[config.mk]
export PLATFORM = sky130hd
export DESIGN_NAME = pwd_entry_ctrl
export DESIGN_NICKNAME = d
export VERILOG_FILES = /design/src/rtl/pwd_entry_ctrl.sv
export SDC_FILE = /design/constraint.sdc
export NUM_CORES = 1
export LEC_CHECK = 0
export CORE_MARGIN = 2
export CORE_UTILIZATION = 35
export CTS_CLUSTER_SIZE = 16
export DETAILED_ROUTE_END_ITERATION = 10
export PLACE_DENSITY_LB_ADDON = 0.25
export SYNTH_ARGS = -nofsm -noshare
export SYNTH_HDL_FRONTEND = slang
export SYNTH_SLANG_ARGS = --single-unit
export TNS_END_PERCENT = 50
[constraint.sdc]
create_clock -name clk -period 2.2 [get_ports clk]
set_input_delay 0.44 -clock clk [delete_from_list [all_inputs] [get_ports clk]]
set_output_delay 0.44 -clock clk [all_outputs]
set_load 0.1 [all_outputs]
[src/rtl/pwd_entry_ctrl.sv]
// Password-entry controller: collects hex digits, checks them, grants access or locks out.
// Define PWD_MASK_EN to show 4'h8 instead of digit values during ENTRY and GRANTED.
module pwd_entry_ctrl #(
    parameter int DIGITS = 4,
    parameter logic [4*DIGITS-1:0] PASSWORD = 16'h1A2B,
    parameter int MAX_TRIES = 3,
    parameter int LOCK_CYCLES = 50_000_000
) (
    input  logic                             clk,
    input  logic                             rst,
    input  logic [3:0]                       key_val,
    input  logic                             key_strobe,
    input  logic                             clr,
    output logic [4*DIGITS-1:0]              hex_out,
    output logic                             access_granted,
    output logic                             locked_out,
    output logic [$clog2(MAX_TRIES+1)-1:0]   fail_cnt
);

    localparam int W  = 4 * DIGITS;
    localparam int FW = $clog2(MAX_TRIES + 1);
    localparam int CW = $clog2(DIGITS + 1);
    localparam int LW = $clog2(LOCK_CYCLES + 1);

    localparam logic [CW-1:0] CMAX = CW'(DIGITS);
    localparam logic [FW-1:0] FMAX = FW'(MAX_TRIES);
    localparam logic [LW-1:0] LMAX = LW'(LOCK_CYCLES - 1);

    typedef enum logic [2:0] {
        ENTRY,
        CHECK,
        GRANTED,
        DENIED,
        LOCKOUT
    } state_t;

    state_t        state, state_nxt;
    logic [W-1:0]  dbuf_q, dbuf_nxt;
    logic [CW-1:0] cnt_q, cnt_nxt;
    logic [FW-1:0] fail_q, fail_nxt;
    logic [LW-1:0] lock_q, lock_nxt;

    logic [W-1:0]  hex_nxt;
    logic          grant_nxt;
    logic          lkout_nxt;

    always_ff @(posedge clk) begin
        if (rst) begin
            state          <= ENTRY;
            dbuf_q         <= '0;
            cnt_q          <= '0;
            fail_q         <= '0;
            lock_q         <= '0;
            hex_out        <= '0;
            access_granted <= 1'b0;
            locked_out     <= 1'b0;
        end else begin
            state          <= state_nxt;
            dbuf_q         <= dbuf_nxt;
            cnt_q          <= cnt_nxt;
            fail_q         <= fail_nxt;
            lock_q         <= lock_nxt;
            hex_out        <= hex_nxt;
            access_granted <= grant_nxt;
            locked_out     <= lkout_nxt;
        end
    end

    assign fail_cnt = fail_q;

    always_comb begin
        state_nxt = state;
        dbuf_nxt  = dbuf_q;
        cnt_nxt   = cnt_q;
        fail_nxt  = fail_q;
        lock_nxt  = lock_q;
        unique case (state)
            ENTRY: begin
                if (clr) begin
                    dbuf_nxt = '0;
                    cnt_nxt  = '0;
                end else if (key_strobe) begin
                    dbuf_nxt = (dbuf_q << 4) | W'(key_val);
                    cnt_nxt  = cnt_q + CW'(1);
                    if (cnt_q + CW'(1) == CMAX)
                        state_nxt = CHECK;
                end
            end
            CHECK: begin
                cnt_nxt = '0;
                if (dbuf_q == PASSWORD) begin
                    fail_nxt  = '0;
                    state_nxt = GRANTED;
                end else begin
                    fail_nxt  = fail_q + FW'(1);
                    state_nxt = (fail_q + FW'(1) == FMAX) ? LOCKOUT : DENIED;
                end
            end
            GRANTED, DENIED: begin
                if (clr) begin
                    dbuf_nxt  = '0;
                    cnt_nxt   = '0;
                    state_nxt = ENTRY;
                end
            end
            LOCKOUT: begin
                if (lock_q == LMAX) begin
                    lock_nxt  = '0;
                    fail_nxt  = '0;
                    dbuf_nxt  = '0;
                    cnt_nxt   = '0;
                    state_nxt = ENTRY;
                end else begin
                    lock_nxt = lock_q + LW'(1);
                end
            end
            default: state_nxt = ENTRY;
        endcase
    end

    // Outputs are computed from next-state values so they are registered yet aligned.
    always_comb begin
        hex_nxt   = '0;
        grant_nxt = (state_nxt == GRANTED);
        lkout_nxt = (state_nxt == LOCKOUT);
        unique case (state_nxt)
            DENIED:  hex_nxt = {DIGITS{4'hE}};
            LOCKOUT: hex_nxt = {DIGITS{4'hF}};
`ifdef PWD_MASK_EN
            GRANTED: hex_nxt = {DIGITS{4'h8}};
            CHECK:   hex_nxt = {DIGITS{4'h8}};
            default: begin
                for (int i = 0; i < DIGITS; i++)
                    hex_nxt[4*i +: 4] = (i < int'(cnt_nxt)) ? 4'h8 : 4'h0;
            end
`else
            default: hex_nxt = dbuf_nxt;
`endif
        endcase
    end

endmodule

==> metrics.txt, run 1 <==
highest clock rate 0.5350 GHz; Detailed Place HPWL 4374 microns; fin area 3583 sq um; Worst-Skew Late Latency 0.34 ns; sequential fraction of the synthesis area 44.61%; GRT overflow 0; fraction of layout cells with a size suffix above 1 14.63%; CTS root buf clkbuf_8; DP Area 3413 sq um; Max rail drop VDD 0.2479 mV; cts repair resizes 0; Yosys reg bits 68; fin crit share 84.96%; CP arrival 2.09 ns; die footprint 9482 sq um; total power 2244 uW; Critical Path Fanout Max 12; Post-DRT Antenna Nets 0; Top FF cell, synth dfxtp_1; Syn Nets 349; Synth Area in Compound Gates 14.80%; Critical Path Start Type flip-flop; status finished clean; CP Cell Sequence nand3_2 > or3_4 > o21ai_2 > and3_2 > a21oi_1; total clock sinks 68; setup violators final 0; vias in the first global route 2325; Pins Over Slew Limit 0; commonest cells after routing, fill and taps aside dfxtp_1 (68), nor2_1 (46), a21oi_1 (36); Min-Delay Path Class reg2reg; first-pass GRT wire length 11410 microns; Post-Synth Simple-Gate Area 26.98%; area grow syn2layout 17.43%; DRC 0; required time of the critical path 2.42 ns; CTS buffer count 9; core box area 8593 sq um; Post-Syn Instances 337; Pleak 0.001419 uW; xor and xnor area share after synthesis 7.462%; # IOs 28; largest net degree at the start of global routing 41; input/output buffers 27; PwrDens 626.1 nW/um^2; Netlist cell types 46; RSZ-0062 raised after global routing no; # placed instances 461; final hold vios 0; Fillers 885; max cap viols 0; Setup TNS Final 0 ns; Starting Density 35.51%; Layout Cells excl Fill 477; Post-CTS Hold Fix Bufs 0; setup ws final 0.3308 ns; reg-to-reg slack, setup 0.33 ns; Post-synth EDFFs 0; Die Wd 97.38 microns; DP Worst Slack 0.1067 ns; WL per Instance 14.10 microns; CTS clk-pin slew, worst paths 0.07 ns; First DRT Iteration DRCs 172; CP endpoint kind flip-flop; Crit Path Class reg2reg; Synth Area in Adders 1.640%; multiplexer area fraction after synthesis 0.3280%; die height 97.38 microns; n_diodes 0; CTS Buffer Depth 2; Clock Skew 0.008168 ns; Post-layout nets 376; initial antenna violation count 0; Syn. warnings 0; largest stage delay on the critical path 0.44 ns; critical path's slowest cell or3_4; mean area per synthesized cell 9.055 sq um; Async SR Flop Fraction 0%; TritonCTS clock tree built; Buf/Inv on CP 0; Slew HR 66.70%; Post-CTS Setup Repair Bufs 0; first drt pass iteration count 4; H-tree lvl count 3; largest family of logic cells by synthesized area simple AND/OR/NAND/NOR gates; minimum clock period 1.869 ns; commonest non-fill, non-tap cell in the layout dfxtp_1; drt total wl 6724 microns; GP Congestion 0.8093; row cnt 34; GRT Overall Usage 14.65%; Worst Max-Slew Pin Slew 0.4989 ns; delay-heaviest family, CP simple AND/OR/NAND/NOR gates; Via density 5.220; DR vias 2490; Mapped Area 3052 sq um
[area by class of cell]
class / count / area (sq um) / area share [%]
multi-input cells: 241 / 1563 / 43.61
flip-flops and latches: 68 / 1361 / 37.99
repair buffers: 39 / 335.3 / 9.358
clock buffers: 12 / 145.1 / 4.050
well taps: 108 / 135.1 / 3.771
clock inverters: 4 / 25.02 / 0.6983
inverters: 5 / 18.77 / 0.5237
[path summary, 6_finish.rpt]
kind | start | end | cells after the start
worst max-delay path | lock_q[4]$_SDFFE_PP0P_ | hex_out[7]$_SDFF_PP0_ | 5
worst min-delay path | cnt_q[1]$_SDFFE_PP0P_ | cnt_q[1]$_SDFFE_PP0P_ | 2
worst max register to register | lock_q[4]$_SDFFE_PP0P_ | hex_out[7]$_SDFF_PP0_ | 5
worst min register to register | cnt_q[1]$_SDFFE_PP0P_ | cnt_q[1]$_SDFFE_PP0P_ | 2
[worst reg2reg max path, stage by stage, from the launching register on]
cell and delay [ns]:
dfxtp_1 0.41, nand3_2 0.20, or3_4 0.44, o21ai_2 0.20, and3_2 0.38, a21oi_1 0.11
[sequential cells by signal (all words and copies together) (netlist names)]
| register | flops |
|---|---|
| fail_cnt | 2 |
| lock_q | 26 |
| access_granted | 1 |
| state | 3 |
| locked_out | 1 |
| dbuf_q | 16 |
| hex_out | 16 |
| cnt_q | 3 |
[stage by stage]
stage          hold slack, ns  utilization [%]
6_report               0.4836            41.70
5_1_grt                0.5108            41.70
4_1_cts                0.4864            41.70
3_5_place_dp           0.4755            39.72
3_3_place_gp           0.4626            39.72
2_1_floorplan          0.4523                -
[power breakdown]
part	internal, uW	leakage, uW	switching [uW]
clock	436	0.0000824	458
combinational	37.2	0.000788	68.2
sequential	1240	0.000548	5.68
total	1710	0.00142	532
[Yosys cell counts (2+ instances only)]
cell type	number	area, sq um
and3_1	23	143.9
nor3_1	2	10.01
xnor2_1	5	43.79
a31oi_1	2	12.51
nand3_1	16	80.08
nand4_1	13	81.33
clkbuf_1	11	41.29
nand2b_1	3	18.77
nor4bb_1	4	40.04
ha_1	4	50.05
o31ai_1	4	30.03
and4_1	7	61.31
a32o_1	16	160.2
xor2_1	21	183.9
a21o_1	3	22.52
dfxtp_1	68	1361
a21oi_1	36	180.2
nor2_1	46	172.7
o21ai_0	3	15.01
buf_2	9	45.04
nand2_1	8	30.03
nor4_1	2	12.51
nand3b_1	3	22.52
inv_1	5	18.77
nor3b_1	2	15.01
[metal layers]
metal  routed length, microns  global-route usage, %  up-vias  share of wire, %
li1                         -                      -     1272                 -
met3                      273                  2.374       10               4.1
met2                     2735                  20.48       65                41
met5                        0                      0        -                 0
met4                      127                  7.051        0               1.9
met1                     3586                  21.77     1143                53
[kinds of logic after synthesis]
kind of cell             count (synthesis)
flip-flops                              68
multiplexers                             1
AND/OR/NAND/NOR                        142
adder cells (fa/ha/maj)                  4
AO/OA/AOI/OAI                           68
buffers and inverters                   28
XOR/XNOR                                26
No activity file was read; power rests on OpenSTA's default activity.
==> inputs of run 2 (changes only) <==
==> constraint.sdc (replaced) <==
create_clock -name clk -period 1.7 [get_ports clk]
set_input_delay 0.34 -clock clk [delete_from_list [all_inputs] [get_ports clk]]
set_output_delay 0.34 -clock clk [all_outputs]
set_load 0.1 [all_outputs]
==> run 2 against run 1 <==
Compared with the run above:
- the run now ends with negative setup slack left
- sequential share of layout area shrank 7.0 points
- largest power group is now the clock network
- highest routed layer unchanged
- sequential cell count unchanged
- clock power is 100% higher
- critical path type unchanged
- largest cell class unchanged
==> metrics.txt, run 2 (same netlist as run 1, synthesis figures left out) <==
DP Worst Slack -0.2629 ns; critical path's slowest cell or3_4; first drt pass iteration count 4; commonest non-fill, non-tap cell in the layout dfxtp_1; largest net degree at the start of global routing 33; largest stage delay on the critical path 0.42 ns; Post-CTS Hold Fix Bufs 0; fin crit share 103.2%; n_diodes 0; Crit. path cell count 6; row cnt 34; DR vias 2707; Min-Delay Path Class reg2reg; core box area 8593 sq um; max FFs per register 26; required time of the critical path 1.94 ns; Post-DRT Antenna Nets 0; Die Wd 97.38 microns; die height 97.38 microns; H-tree lvl count 3; largest registers lock_q (26), dbuf_q (16), hex_out (16); initial antenna violation count 0; setup ws final -0.05488 ns; setup violators final 16; Clock Skew 0.01337 ns; Critical Path Start Type flip-flop; Setup TNS Final -0.4847 ns; vias in the first global route 2550; delay-heaviest family, CP simple AND/OR/NAND/NOR gates; Via density 5.246; fraction of layout cells with a size suffix above 1 31.86%; CTS buffer count 9; Critical Path Fanout Max 6; drt total wl 7602 microns; Starting Density 35.51%; Detailed Place HPWL 4806 microns; die footprint 9482 sq um; max cap viols 0; violated checks negative setup slack; first-pass GRT wire length 12450 microns; Pleak 0.001765 uW; commonest cells after routing, fill and taps aside dfxtp_1 (61), nor2_1 (46), buf_4 (44); Post-layout nets 415; minimum clock period 1.755 ns; Buf/Inv on CP 0; CTS root buf clkbuf_8; Worst-Skew Late Latency 0.36 ns; CP endpoint kind flip-flop; status finished with violations; CP arrival 2.00 ns; # IOs 28; Worst Max-Slew Pin Slew 0.4504 ns; TritonCTS clock tree built; CP Cell Sequence ha_4 > nand3_4 > or3_4 > o21ai_4 > and3_4 > a21oi_1; Reg with most FFs lock_q; DRC 0; Slew HR 69.97%; First DRT Iteration DRCs 122; final hold vios 0; GP Congestion 0.7746; RSZ-0062 raised after global routing yes; Crit Path Class reg2reg; highest clock rate 0.5698 GHz; Max rail drop VDD 0.5216 mV; PwrDens 813.9 nW/um^2; CTS clk-pin slew, worst paths 0.08 ns; Reg2Reg Depth 6; GRT Overall Usage 16.26%; area grow syn2layout 44.77%; GRT overflow 0; WL per Instance 14.73 microns; input/output buffers 27; CTS Buffer Depth 2; Pins Over Slew Limit 0; total clock sinks 68; WHS Path Cells 2
## run 2: cell types whose count changed in the layout (fill, tap and decap cells not counted), sizes merged
| cell | before | now |
|---|---|---|
| clkinvlp | 2 | 0 |
| bufinv | 0 | 4 |
| clkinv | 2 | 1 |
| buf | 32 | 70 |
| inv | 5 | 6 |
| and3 | 24 | 25 |
| clkbuf | 12 | 10 |
## run 2: worst paths after layout
kind                                              from                     to  slack, ns
worst max-delay path            lock_q[0]$_SDFFE_PP0P_  hex_out[1]$_SDFF_PP0_      -0.05
worst min-delay path             cnt_q[1]$_SDFFE_PP0P_  cnt_q[1]$_SDFFE_PP0P_       0.48
worst max register to register  lock_q[0]$_SDFFE_PP0P_  hex_out[1]$_SDFF_PP0_      -0.05
worst min register to register   cnt_q[1]$_SDFFE_PP0P_  cnt_q[1]$_SDFFE_PP0P_       0.48
## run 2: layout make-up
class	count	area, sq um
Fill cell	795	4175
Multi-Input combinational cell	242	1728
Sequential cell	68	1370
Timing Repair Buffer	77	894.6
Clock buffer	10	137.6
Tap cell	108	135.1
Clock inverter	6	133.9
Inverter	5	18.77
## run 2: timing repair
item	4_1_cts	5_1_grt
pin swaps	4	13
cloned	1	0
buffers inserted	1	6
resized for setup	6	32
endpoints found under the setup margin	16	60
## run 2: power by group
group | leakage, uW | internal, uW | switching, uW | total [uW]
Combinational | 0.00108 | 67.5 | 93.5 | 161
Clock | 0.000137 | 1170 | 658 | 1820
Sequential | 0.000552 | 1600 | 9.59 | 1610
Total | 0.00177 | 2830 | 761 | 3600
## run 2: layer usage
layer / vias to the layer above / part of all wire [%] / GRT usage [%]
met2: 52 / 45 / 23.24
met3: 13 / 3.0 / 3.022
met1: 1284 / 50 / 23.05
met4: 0 / 2.1 / 8.868
met5: - / 0 / 0
li1: 1358 / - / -
## run 2: through the flow
stage          util [%]  hold slack [ns]  power [uW]  instance area, sq um  instances
6_report          51.41           0.4841        3596                  4418        516
2_1_floorplan         -           0.4523        1733                  3073        337
5_1_grt           51.41           0.5194        3707                  4418        516
3_5_place_dp      45.73           0.4699        1804                  3930        492
4_1_cts           49.39           0.4858        3613                  4244        510
3_3_place_gp      45.73           0.4597        1803                  3930        492
## run 2: tightest hold or removal path, cell delays in order, from the launching register on
cell and delay [ns]:
dfxtp_1 0.33, nand2_1 0.06, a21oi_1 0.05
==> inputs of run 3 (changes only) <==
--- a/config.mk
+++ b/config.mk
@@ -10,6 +10,7 @@
 export CTS_CLUSTER_SIZE = 16
 export DETAILED_ROUTE_END_ITERATION = 10
 export PLACE_DENSITY_LB_ADDON = 0.25
+export SKIP_CTS_REPAIR_TIMING = 1
 export SYNTH_ARGS = -nofsm -noshare
 export SYNTH_HDL_FRONTEND = slang
 export SYNTH_SLANG_ARGS = --single-unit
==> run 3 against run 2 <==
Compared with the run above:
- the flow still finishes with violations (negative setup slack)
- first-iteration DRC count is 11% lower
- die area unchanged
- critical path depth did not move
- clock skew shrank 0.0025 ns
- combinational power about the same
- wire length fell by 0.45%
==> metrics.txt, run 3 (same netlist as run 1, synthesis figures left out) <==
Detailed Place HPWL 4806 microns; fin crit share 103.2%; Worst Max-Slew Pin Slew 0.4862 ns; CTS clk-pin slew, worst paths 0.08 ns; Die Wd 97.38 microns; fin area 4427 sq um; Worst-Skew Late Latency 0.36 ns; die height 97.38 microns; Post-layout nets 412; row cnt 34; CP arrival 1.99 ns; Critical Path Start Type flip-flop; core box area 8593 sq um; required time of the critical path 1.94 ns; first-pass GRT wire length 12170 microns; commonest non-fill, non-tap cell in the layout dfxtp_1; Critical Path Fanout Max 6; commonest cells after routing, fill and taps aside dfxtp_1 (61), nor2_1 (46), buf_4 (41); Pleak 0.001753 uW; vias in the first global route 2544; CTS buffer count 9; Crit Path Class reg2reg; first drt pass iteration count 4; violated checks negative setup slack; RSZ-0062 raised after global routing yes; # IOs 28; total clock sinks 68; largest registers lock_q (26), dbuf_q (16), hex_out (16); DR vias 2703; CP endpoint kind flip-flop; max cap viols 0; input/output buffers 27; DRC 0; worst r2r src lock_q[1]$_SDFFE_PP0P_; CTS root buf clkbuf_8; WL per Instance 14.75 microns; Via density 5.269; Fillers 790; # placed instances 492; reg-to-reg slack, setup -0.05 ns; WHS Path Cells 2; highest clock rate 0.5701 GHz; total power 3592 uW; Pins Over Slew Limit 0; minimum clock period 1.754 ns; hold path endpoint cnt_q[1]$_SDFFE_PP0P_; setup ws final -0.05413 ns; Reg2Reg Capture Point hex_out[7]$_SDFF_PP0_; Min-Delay Path Class reg2reg; PwrDens 811.5 nW/um^2; initial antenna violation count 0; final hold vios 0; setup violators final 16; status finished with violations; CTS Buffer Depth 2; Slew HR 67.59%; max FFs per register 26; GRT overflow 0; TritonCTS clock tree built; GP Congestion 0.7746; n_diodes 0; area grow syn2layout 45.06%; Reg with most FFs lock_q; hold_sp cnt_q[1]$_SDFFE_PP0P_; GRT Overall Usage 15.84%; Max rail drop VDD 0.5099 mV; Post-DRT Antenna Nets 0; Clock Skew 0.01086 ns; H-tree lvl count 3; largest net degree at the start of global routing 33; Starting Density 35.51%; DP Area 3930 sq um; drt total wl 7568 microns; final core occ 51.51%; Layout Cells excl Fill 513; die footprint 9482 sq um; First DRT Iteration DRCs 108; Reg2Reg Depth 6; fraction of layout cells with a size suffix above 1 31.60%
run 3: per-layer routing:
metal  part of all wire (%)  vias to the layer above  track usage (%)  wire length, microns
li1                       -                     1351                -                     -
met1                     49                     1268            22.33                  3697
met2                     44                       68            22.76                  3349
met3                    4.5                       16            3.022                   342
met4                    2.4                        0            8.547                   178
met5                      0                        -                0                     0
run 3: worst max path at each step:
stage,startpoint,endpoint,slack [ns],cells past startpoint
2_1_floorplan,lock_q[0]$_SDFFE_PP0P_,hex_out[10]$_SDFF_PP0_,0.002,7
5_1_grt,lock_q[1]$_SDFFE_PP0P_,hex_out[7]$_SDFF_PP0_,-0.12,6
4_1_cts,lock_q[0]$_SDFFE_PP0P_,hex_out[13]$_SDFF_PP0_,-0.05,6
6_report,lock_q[1]$_SDFFE_PP0P_,hex_out[7]$_SDFF_PP0_,-0.05,6
3_3_place_gp,clr,hex_out[12]$_SDFF_PP0_,-0.27,6
3_5_place_dp,clr,hex_out[8]$_SDFF_PP0_,-0.26,6
run 3: metrics by stage:
step	hold WS, ns	TNS [ns]	worst slack (ns)
after floorplan	0.4523	0	0.002198
after global placement	0.4597	-6.662	-0.2715
after detailed placement	0.4699	-6.931	-0.2629
after CTS	0.4858	-0.5343	-0.05288
after global routing	0.5194	-1.643	-0.1160
final	0.4845	-0.4311	-0.05413
run 3: final cells by class:
| class | instances | area [sq um] | share of cell area (%) |
|---|---|---|---|
| clock buffers | 10 | 137.6 | 3.109 |
| clock inverters | 6 | 133.9 | 3.024 |
| inverters | 5 | 18.77 | 0.4240 |
| multi-input cells | 242 | 1759 | 39.74 |
| flip-flops and latches | 68 | 1370 | 30.95 |
| well taps | 108 | 135.1 | 3.053 |
| repair buffers | 74 | 872.1 | 19.70 |
run 3: power breakdown:
| group | total, uW | internal (uW) | leakage, uW | switching (uW) |
|---|---|---|---|---|
| clock | 1820 | 1170 | 0.000137 | 653 |
| combinational | 163 | 67.8 | 0.00106 | 94.8 |
| sequential | 1610 | 1600 | 0.000552 | 9.60 |
run 3: worst max-delay path: stages, from the launching register on:
cell     delay [ns]
dfxtp_2        0.36
ha_4           0.16
nand3_4        0.09
or3_4          0.42
o21ai_4        0.23
and3_4         0.30
a21oi_1        0.09
